[config.mk]
export PLATFORM = sky130hd
export DESIGN_NAME = rs_mdu_scheduler_flat
export DESIGN_NICKNAME = d
export VERILOG_FILES = /design/src/rtl/rs_mdu_if.sv /design/src/rtl/rs_mdu_scheduler.sv /design/src/flat_wrapper.sv
export SDC_FILE = /design/constraint.sdc
export NUM_CORES = 1
export LEC_CHECK = 0
export ABC_AREA = 1
export CAP_MARGIN = 15
export CELL_PAD_IN_SITES_DETAIL_PLACEMENT = 1
export CELL_PAD_IN_SITES_GLOBAL_PLACEMENT = 2
export CORE_UTILIZATION = 21
export CTS_CLUSTER_SIZE = 30
export DETAILED_ROUTE_END_ITERATION = 6
export PLACE_DENSITY_LB_ADDON = 0.3
export SETUP_SLACK_MARGIN = 0.5
export SLEW_MARGIN = 20
export SYNTH_ARGS = -nofsm -noshare
export SYNTH_HDL_FRONTEND = slang
export SYNTH_SLANG_ARGS = --single-unit
[constraint.sdc]
create_clock -name clk -period 1.2 [get_ports clk]
set_clock_uncertainty 0.05 [all_clocks]
set_input_delay 0.36 -clock clk [delete_from_list [all_inputs] [get_ports clk]]
set_output_delay 0.36 -clock clk [all_outputs]
set_load 0.02 [all_outputs]
[src/rtl/rs_mdu_if.sv]
// Scheduler-side bundle between the MDU RS line array, the shared MDU and rs_mdu_scheduler.
// The master modport is the scheduler; the slave modport is the line array / MDU side.
interface rs_mdu_if #(
    parameter int LINE_NUM  = 4,
    parameter int SEL_WIDTH = 2
);
    logic                 flush;
    logic [LINE_NUM-1:0]  line_ready;
    logic [LINE_NUM-1:0]  issue_en;
    logic [SEL_WIDTH-1:0] issue_sel;
    logic                 mdu_start;
    logic                 mdu_cancel;
    logic                 mdu_done;
    logic [LINE_NUM-1:0]  commit_en;
    logic                 busy;

    modport master (
        input  flush, line_ready, mdu_done,
        output issue_en, issue_sel, mdu_start, mdu_cancel, commit_en, busy
    );

    modport slave (
        output flush, line_ready, mdu_done,
        input  issue_en, issue_sel, mdu_start, mdu_cancel, commit_en, busy
    );
endinterface

[src/rtl/rs_mdu_scheduler.sv]
// Round-robin issue scheduler for the MDU reservation station: picks one ready line,
// walks the shared MDU through start/busy/done and strobes the owner's commit.
module rs_mdu_scheduler #(
    parameter int LINE_NUM  = 4,
    parameter int SEL_WIDTH = 2
) (
    input  logic     clk,
    input  logic     rst,
    rs_mdu_if.master bus
);
    typedef enum logic [1:0] {
        IDLE  = 2'd0,
        START = 2'd1,
        BUSY  = 2'd2,
        DONE  = 2'd3
    } state_t;

    state_t               state_q, state_d;
    logic [SEL_WIDTH-1:0] sel_q, sel_d;
    logic [SEL_WIDTH-1:0] rr_ptr_q, rr_ptr_d;

    logic [LINE_NUM-1:0]  rot_ready;
    logic [SEL_WIDTH-1:0] pick;
    logic                 pick_vld;

    // Rotate ready so bit 0 is the line at rr_ptr; the first set bit wins.
    always_comb begin
        rot_ready = LINE_NUM'({bus.line_ready, bus.line_ready} >> rr_ptr_q);
        pick      = '0;
        pick_vld  = 1'b0;
        for (int i = 0; i < LINE_NUM; i++) begin
            if (!pick_vld && rot_ready[i]) begin
                pick_vld = 1'b1;
                pick     = SEL_WIDTH'((int'(rr_ptr_q) + i) % LINE_NUM);
            end
        end
    end

    always_ff @(posedge clk) begin
        if (!rst) begin
            state_q  <= IDLE;
            sel_q    <= '0;
            rr_ptr_q <= '0;
        end else begin
            state_q  <= state_d;
            sel_q    <= sel_d;
            rr_ptr_q <= rr_ptr_d;
        end
    end

    always_comb begin
        state_d  = state_q;
        sel_d    = sel_q;
        rr_ptr_d = rr_ptr_q;
        if (bus.flush) begin
            // sel/rr_ptr survive a flush so the aborted line keeps its priority
            state_d = IDLE;
        end else begin
            unique case (state_q)
                IDLE: begin
                    if (pick_vld) begin
                        sel_d   = pick;
                        state_d = START;
                    end
                end
                START: state_d = BUSY;
                BUSY: begin
                    if (bus.mdu_done) state_d = DONE;
                end
                DONE: begin
                    rr_ptr_d = (sel_q == SEL_WIDTH'(LINE_NUM - 1)) ? '0 : sel_q + 1'b1;
                    state_d  = IDLE;
                end
                default: state_d = IDLE;
            endcase
        end
    end

    // Strobes come from the state register; flush is the only input that reaches them.
    always_comb begin
        bus.issue_en   = '0;
        bus.commit_en  = '0;
        bus.mdu_start  = (state_q == START) && !bus.flush;
        bus.issue_en[sel_q]  = bus.mdu_start;
        bus.commit_en[sel_q] = (state_q == DONE) && !bus.flush;
        bus.mdu_cancel = bus.flush && ((state_q == START) || (state_q == BUSY));
        bus.busy       = (state_q != IDLE);
        bus.issue_sel  = sel_q;
    end
endmodule

[src/flat_wrapper.sv]
// flat-port wrapper written by rule: the top's interface ports become plain ports
module rs_mdu_scheduler_flat 
#(
    parameter int LINE_NUM  = 4,
    parameter int SEL_WIDTH = 2
)
  (clk, rst, bus_flush, bus_line_ready, bus_mdu_done, bus_issue_en, bus_issue_sel, bus_mdu_start, bus_mdu_cancel, bus_commit_en, bus_busy);
  rs_mdu_if #(.LINE_NUM(LINE_NUM), .SEL_WIDTH(SEL_WIDTH)) bus_i ();
  input  logic clk;
  input  logic rst;
  input wire logic [$bits(bus_i.flush)-1:0] bus_flush;
  input wire logic [$bits(bus_i.line_ready)-1:0] bus_line_ready;
  input wire logic [$bits(bus_i.mdu_done)-1:0] bus_mdu_done;
  output wire logic [$bits(bus_i.issue_en)-1:0] bus_issue_en;
  output wire logic [$bits(bus_i.issue_sel)-1:0] bus_issue_sel;
  output wire logic [$bits(bus_i.mdu_start)-1:0] bus_mdu_start;
  output wire logic [$bits(bus_i.mdu_cancel)-1:0] bus_mdu_cancel;
  output wire logic [$bits(bus_i.commit_en)-1:0] bus_commit_en;
  output wire logic [$bits(bus_i.busy)-1:0] bus_busy;
  assign bus_i.flush = bus_flush;
  assign bus_i.line_ready = bus_line_ready;
  assign bus_i.mdu_done = bus_mdu_done;
  assign bus_issue_en = bus_i.issue_en;
  assign bus_issue_sel = bus_i.issue_sel;
  assign bus_mdu_start = bus_i.mdu_start;
  assign bus_mdu_cancel = bus_i.mdu_cancel;
  assign bus_commit_en = bus_i.commit_en;
  assign bus_busy = bus_i.busy;
  rs_mdu_scheduler #(.LINE_NUM(LINE_NUM), .SEL_WIDTH(SEL_WIDTH)) u_core (.clk(clk), .rst(rst), .bus(bus_i));
endmodule
## After elaboration in Yosys (flattened, before gate mapping)

Cells that the tools add are included.

- Reduce and logical (&&, ||, !) cells: 18
- Shift operators: 1
- Equal/unequal tests: 6
- $lt $le $gt $ge: 2
- Bitwise operators: 4
- Add/sub/neg operators: 4
- Mux-type cells: 14

Operator list:

| cell | number |
|---|---|
| 2-bit two-way mux | 7 |
| 4-bit AND | 2 |
| 2-bit case mux with 4 select lines | 1 |
| 8-bit by 2-bit right shift with 4-bit output | 1 |
| 1-bit logical AND | 7 |
| 2-bit equality test, second input constant | 3 |
| 1-bit two-way mux | 5 |
| 2-bit by 1-bit adder with 2-bit output, second input constant | 2 |
| 2-bit adder, second input constant | 2 |
| 1-bit zero test | 4 |
| 2-bit AND reduction | 2 |
| 2-bit by 3-bit < comparator with 1-bit output, second input constant | 1 |
| 3-bit AND reduction | 1 |
| 1-bit demux with 2-bit select | 1 |
| 2-bit by 1-bit equality test with 1-bit output, second input constant | 1 |
| 2-bit by 1-bit >= comparator with 1-bit output, second input constant | 1 |
| 2-bit zero test | 1 |
| 2-bit by 1-bit != test with 1-bit output, second input constant | 1 |
| 2-bit != test, second input constant | 1 |
| 1-bit NOT | 2 |
| 2-bit nonzero test | 1 |
| 2-bit OR reduction | 1 |
| 1-bit logical OR | 1 |

- Output and inout bits: 13
- Flip-flop bits (word level): 6
- Word-level logic and storage cells: 52

## Depth between registers and ports, before layout

Gate-level depths: netlist of run 1.

- Word-level depth: 13
- Depth in mapped cells: 12
- Gate-level depth less buffers: 11

## Worst setup path after synthesis of run 1

Ideal clock, no wire load.

- Path kind: reg2out
- From: register u_core.sel_q[1] (netlist: u_core.bus.issue_sel[1])
- To: output bus_commit_en[3]
- Stages on the path, launching flop included: 4
- Path slack: -0.206 ns
- Data arrival time: 0.996 ns
- Path through: dfxtp_1 > ha_1 > inv_1 > nor2_1

- Longest elaborated chain between the ends: 5

Ends and longest elaborated chain:

| item | RTL line | RTL |
|---|---|---|
| start: declaration | rs_mdu_scheduler.sv:19 | `logic [SEL_WIDTH-1:0] sel_q, sel_d;` |
| start signal: assignment | rs_mdu_scheduler.sv:46 | `sel_q <= sel_d;` |
| 2-bit by 3-bit < comparator with 1-bit output (not written as such) or 2-bit by 1-bit >= comparator with 1-bit output (tied branches) | rs_mdu_scheduler.sv:85 | `bus.commit_en[sel_q] = (state_q == DONE) && !bus.flush;` |
| 1-bit logical AND | rs_mdu_scheduler.sv:85 |  |
| 1-bit two-way mux (not written as such) | rs_mdu_scheduler.sv:85 |  |
| 1-bit demux with 2-bit select (*) | -- |  |
| 4-bit AND (no line) (*) | -- |  |
| end: declaration | flat_wrapper.sv:18 | `output wire logic [$bits(bus_i.commit_en)-1:0] bus_commit_en;` |

Every way passes the cells marked *; elsewhere a longest branch is shown, timed or not.

## Final worst setup path of run 1

- From: register u_core.sel_q[1] (netlist: u_core.bus.issue_sel[1])
- To: output bus_issue_en[0]

- Longest elaborated chain between the ends: 5

Ends and longest elaborated chain:

| item | RTL line | RTL |
|---|---|---|
| 2-bit by 3-bit < comparator with 1-bit output (not written as such) or 2-bit by 1-bit >= comparator with 1-bit output (tied branches) | rs_mdu_scheduler.sv:84 | `bus.issue_en[sel_q] = bus.mdu_start;` |
| 1-bit logical AND (not written as such) | rs_mdu_scheduler.sv:84 |  |
| 1-bit two-way mux (not written as such) | rs_mdu_scheduler.sv:84 |  |
| 1-bit demux with 2-bit select (*) | -- |  |
| 4-bit AND (no line) (*) | -- |  |
| end: declaration | flat_wrapper.sv:14 | `output wire logic [$bits(bus_i.issue_en)-1:0] bus_issue_en;` |

Marked as above.

==> reports/metrics.cfg, run 1 <==
[status]
status=complete, but fails checks
violations=setup timing

[place]
hpwlAfterDp_um=1850
place_inst=197
io_buffers=20
place.gp.congestion=0.745

[drt]
dr_total_vias=881
dr_wl_met2_um=1330
drt-pass1-iter-count=4
wl_met1_um=1050
wl_met3_um=51
highest_layer=met4
ant_nets=0
wl_per_cell_um=11.7
viasPerCell=4.22
wl_um=2450
drt_iter0_drc=6
drc=0

[worst_setup_path]
end_kind=primary output
worstSetupPathType=reg2out
start_kind=flop
cp.required_ns=0.79
crit_fanout=3
cp.arrival_ns=1.13

[floorplanning]
fp.dieArea_um2=3660
core_area_um2=3150
die_h_um=60.5
rows=20
pin_count=21
die_x_um=60.5
initial_utilization=0.228

[power_and_ir_drop]
power_density_nw_per_um2=580
p_leak_nw=0.693
finalPower_mw=0.874
peakVddDrop_uv=231

[sta]
fin_crit_sh=1.29
max_freq_mhz=648
finalWorstSetupSlack_ns=-0.344
slew-limit-headroom=0.856
setup_viol=18
worst_pin_slew_ns=0.215
slew_violations=0
rsz0062_at_grt=yes
finalHoldViolCount=0
hold_ws_ns=0.611
tns_ns=-4.29
period_needed_ns=1.54

[clock_network]
cts_max_path_buffers=2
tritoncts=yes
clock_latency_ns=0.24
cts_made_buffers=3
clkSlewWorstSetupHoldPaths_ns=0.04
cts_sinks=6
cts_root_buffer=clkbuf_4
h-tree-depth=1
cts_hold_buf=0

[layout]
final_cell_mix=22 x buf_4, 18 x buf_6, 16 x nand2_1
fin_nets=183
drive_gt1_frac=0.673
stdcell_count=209
fillers=406
antenna_cells=0
syn_to_final_growth_pct=110
layout_commonest_cell=buf_4

[synthesis]
syn_area_um2=718
syn_area_per_cell_um2=6.19
syn_inst=116
ys_seq_area_frac=0.167
synth_warnings=0
ys_ff_latch=6
synth_nets=132
ys_types=20

[global_route]
grt_start_max_net_pins=8
grt_pass1_wl_um=3970
overflow=0
grt_usage=0.146
antenna_found_initial=0
grt_pass1_vias=907

[job]
maxCapViolCount=0

[hold_path]
hold_class=reg2reg

==> power by group <==
part,total [mW],switching (mW),internal (mW)
logic,0.456,0.240,0.216
registers,0.238,0.0260,0.212
clock network,0.180,0.0677,0.113
==> timing repair <==
action                                  4_1_cts  5_1_grt
pin swaps                                    16       10
gates resized for setup                     109       24
buffers inserted                              6        3
endpoints found under the setup margin       19       19
==> cells in the mapped netlist <==
cell      number  area, um2
nand2_1       27        101
inv_1         24       90.1
nor2_1        17       63.8
ha_1           8        100
dfxtp_1        6        120
a21oi_1        5       25.0
nand2_2        5       31.3
nand3_1        5       25.0
nand3_2        5       50.1
inv_2          2       7.51
nand4_1        2       12.5
o21ai_0        2       10.0
a211oi_1       1       7.51
buf_6          1       11.3
inv_8          1       11.3
nand2_4        1       11.3
nand3b_1       1       7.51
nand4_2        1       12.5
nor2_4         1       11.3
xor2_1         1       8.76
==> worst paths after layout <==
path / depth (start not counted) / from / endpoint / slack (ns)
setup / recovery: 6 / u_core.bus.issue_sel[1]$_SDFFE_PN0P_ / bus_issue_en[0] / -0.34
hold / removal: 3 / u_core.state_q[1]$_SDFFE_PP0P_ / u_core.state_q[1]$_SDFFE_PP0P_ / 0.61
setup reg to reg: 11 / u_core.rr_ptr_q[0]$_SDFFE_PN0P_ / u_core.bus.issue_sel[0]$_SDFFE_PN0P_ / -0.25
hold reg to reg: 3 / u_core.state_q[1]$_SDFFE_PP0P_ / u_core.state_q[1]$_SDFFE_PP0P_ / 0.61
==> layer usage <==
metal,up-vias,track usage
met5,-,0
met4,0,0.0487
met3,2,0.0171
met2,16,0.270
met1,414,0.174
li1,449,-
==> critical path, cell delays in order (launching register included) <==
cell and delay [ns]:
dfxtp_4 0.36, inv_4 0.04, buf_6 0.11, ha_4 0.15, inv_4 0.07, nor2_4 0.04
buf_6 0.12
==> flip-flops by register name, indices dropped and copies added, names as in the netlist <==
name,cells
u_core.state_q,2
u_core.rr_ptr_q,2
u_core.bus.issue_sel,2
==> cell type report <==
type                            count  area, um2  area share
Tap cell                           44       55.1      0.0365
Sequential cell                     6        140      0.0929
Multi-Input combinational cell     82        732       0.485
Clock buffer                        3       22.5      0.0149
Timing Repair Buffer               47        432       0.286
Inverter                           27        126      0.0838
==> cell families after synthesis <==
| logic type | Yosys count | share of synthesized area |
|---|---|---|
| and+or+nand+nor | 65 | 0.455 |
| xor gates and xnor gates | 1 | 0.0122 |
| AOI/OAI and AO/OA | 8 | 0.0592 |
| adders and majority gates | 8 | 0.139 |
| buffers and inverters | 28 | 0.167 |
| DFF | 6 | 0.167 |
==> metrics by stage <==
stage / setup WS, ns / util / area, um2
after floorplan: -0.0864 / - / 836
after global placement: -0.973 / 0.385 / 1210
after detailed placement: -1.01 / 0.385 / 1210
after CTS: -0.356 / 0.439 / 1390
after global routing: -0.392 / 0.478 / 1510
final: -0.344 / 0.478 / 1510
No activity file was read; power rests on OpenSTA's default activity.
==> inputs of run 2 (changes only) <==
--- a/config.mk
+++ b/config.mk
@@ -9,6 +9,7 @@
 export CAP_MARGIN = 15
 export CELL_PAD_IN_SITES_DETAIL_PLACEMENT = 1
 export CELL_PAD_IN_SITES_GLOBAL_PLACEMENT = 2
+export CORE_ASPECT_RATIO = 0.6
 export CORE_UTILIZATION = 21
 export CTS_CLUSTER_SIZE = 30
 export DETAILED_ROUTE_END_ITERATION = 6
==> run 2 against run 1 <==
Effect of this change:
- the flow still finishes with violations (setup timing)
- via count fell by 0.68%
- power rose by 16%
- global-route usage rose by 0.20 points
- hold slack got worse by 0.025 ns
- sequential share of layout area fell by 0.061 points
- final area rose by 0.66%
- combinational power rose by 3%
- sequential cell count did not move
- critical path type unchanged
- highest routed layer unchanged
==> reports/metrics.cfg, run 2 (synthesized netlist as in run 1, its figures left out) <==
[status]
status=complete, but fails checks
violations=setup timing

[layout]
final_cell_mix=19 x buf_4, 17 x buf_6, 14 x nand2_2
stdcell_count=206  ; -1.4%
fin_nets=179  ; -2.2%
drive_gt1_frac=0.702  ; +0.0291
antenna_cells=0  ; unchanged
multiInputGateArea_um2=754  ; +3.1%
fillers=387  ; -4.7%
layout_commonest_cell=buf_4
fin_area_um2=1520  ; +0.66%
seqCellArea_um2=140  ; unchanged
syn_to_final_growth_pct=111

[clock_network]
cts_made_buffers=3  ; unchanged
clock_latency_ns=0.22  ; -0.02 ns
h-tree-depth=1  ; unchanged
tritoncts=yes
cts_sinks=6  ; unchanged
cts_hold_buf=0  ; unchanged
clkSlewWorstSetupHoldPaths_ns=0.04  ; about the same
cts_root_buffer=clkbuf_8
cts_max_path_buffers=2  ; unchanged

[sta]
fin_crit_sh=1.27  ; -0.0133
setup_viol=18  ; unchanged
worst_pin_slew_ns=0.243  ; +0.0279 ns
slew_violations=0  ; unchanged
slew-limit-headroom=0.837  ; -0.0189
finalWorstSetupSlack_ns=-0.328  ; +0.0160 ns
period_needed_ns=1.53  ; -0.0160 ns
tns_ns=-4.25  ; +0.0392 ns
max_freq_mhz=654  ; +1.0%
rsz0062_at_grt=yes
finalHoldViolCount=0  ; unchanged

[place]
io_buffers=20  ; unchanged
hpwlAfterDp_um=1940  ; +4.7%
place.gp.congestion=0.779  ; +4.7%
place_inst=198  ; +0.51%
placed_cell_area_um2=1220  ; +0.10%

[worst_setup_path]
worstSetupPathType=reg2out
reg2reg_from=u_core.rr_ptr_q[0]$_SDFFE_PN0P_
rrSetupSlack_ns=-0.23  ; +0.02 ns
crit_path_top_delay_cell=dfxtp_4
critPathTopFamily=flip-flops
crit_fanout=5  ; +2
cp.required_ns=0.79  ; about the same
r2r_end=u_core.bus.issue_sel[0]$_SDFFE_PN0P_
cp_num_buf_inv=2  ; -2
cpPeakStageDelay_ns=0.36  ; about the same
end_kind=primary output
ff2ff_path_depth=11  ; unchanged
cp.arrival_ns=1.12  ; about the same
start_kind=flop
crit_chain=inv_4 -> ha_4 -> nand2_8 -> nor2_4 -> buf_6

[hold_path]
hold_depth=3  ; unchanged
min_to=u_core.state_q[0]$_SDFFE_PP0P_
hold_class=reg2reg
min_from=u_core.state_q[0]$_SDFFE_PP0P_

[drt]
drc=0  ; unchanged
drt-pass1-iter-count=4  ; unchanged
wl_um=2500  ; +2.1%
ant_nets=0  ; unchanged
dr_total_vias=875  ; -0.68%
wl_per_cell_um=12.1  ; +3.6%
drt_iter0_drc=6  ; unchanged
viasPerCell=4.25  ; +0.77%

[floorplanning]
die_x_um=77.5  ; +28%
pin_count=21  ; unchanged
fp.dieArea_um2=3670  ; +0.21%
die_h_um=47.3  ; -22%
rows=16  ; -20%
core_area_um2=3260  ; +3.5%
initial_utilization=0.220  ; -0.00769

[power_and_ir_drop]
p_leak_nw=0.689  ; -0.54%
power_density_nw_per_um2=668  ; +15%
peakVddDrop_uv=324  ; +40%

[global_route]
antenna_found_initial=0  ; unchanged
grt_start_max_net_pins=8  ; unchanged
overflow=0  ; unchanged
grt_pass1_wl_um=4200  ; +5.7%
grt_usage=0.148  ; +0.00203
grt_pass1_vias=899  ; -0.88%

[job]
maxCapViolCount=0  ; unchanged

-- run 2: how the worst max path moves through the flow --
| stage | start | to | slack (ns) | cells past startpoint |
|---|---|---|---|---|
| 2_1_floorplan | u_core.rr_ptr_q[0]$_SDFFE_PN0P_ | u_core.state_q[1]$_SDFFE_PP0P_ | -0.09 | 10 |
| 3_3_place_gp | bus_flush | bus_issue_en[0] | -0.98 | 5 |
| 3_5_place_dp | bus_flush | bus_issue_en[0] | -1.00 | 5 |
| 4_1_cts | u_core.state_q[1]$_SDFFE_PP0P_ | bus_issue_en[3] | -0.33 | 5 |
| 5_1_grt | u_core.state_q[1]$_SDFFE_PP0P_ | bus_issue_en[3] | -0.37 | 5 |
| 6_report | u_core.state_q[1]$_SDFFE_PP0P_ | bus_issue_en[2] | -0.33 | 5 |
-- run 2: cell type report --
type                    instances  share of cell area
inverters                      27              0.0866
clock buffers                   3              0.0272
flip-flops and latches          6              0.0923
multi-input cells              82               0.497
repair buffers                 43               0.260
well taps                      45              0.0371
-- run 2: where the power goes --
part / switching [mW] / internal, mW
Combinational: 0.249 / 0.222
Clock: 0.0866 / 0.216
Sequential: 0.0292 / 0.212
-- run 2: worst min-delay path, stage by stage, from the launching register on --
cell	delay (ns)
dfxtp_4	0.37
inv_4	0.07
buf_4	0.11
a21oi_2	0.05
-- run 2: timing repair --
action,4_1_cts,5_1_grt
pin swaps,15,13
gates resized for setup,123,19
buffers inserted,4,1
endpoints found under the setup margin,19,19
-- run 2: layer usage --
layer | vias up | share of wire | GRT usage
li1 | 447 | - | -
met1 | 409 | 0.52 | 0.202
met2 | 17 | 0.46 | 0.267
met3 | 2 | 0.018 | 0.00583
met4 | 0 | 0.0048 | 0.0340
met5 | - | 0 | 0
-- run 2: per-stage QoR --
step           setup slack (ns)  hold WS [ns]  utilization  power, mW
2_1_floorplan           -0.0864         0.419            -      0.443
3_5_place_dp              -1.00         0.457        0.373      0.603
3_3_place_gp             -0.975         0.457        0.373      0.594
5_1_grt                  -0.374         0.606        0.465       1.09
6_report                 -0.328         0.586        0.465       1.01
4_1_cts                  -0.327         0.495        0.445      0.991
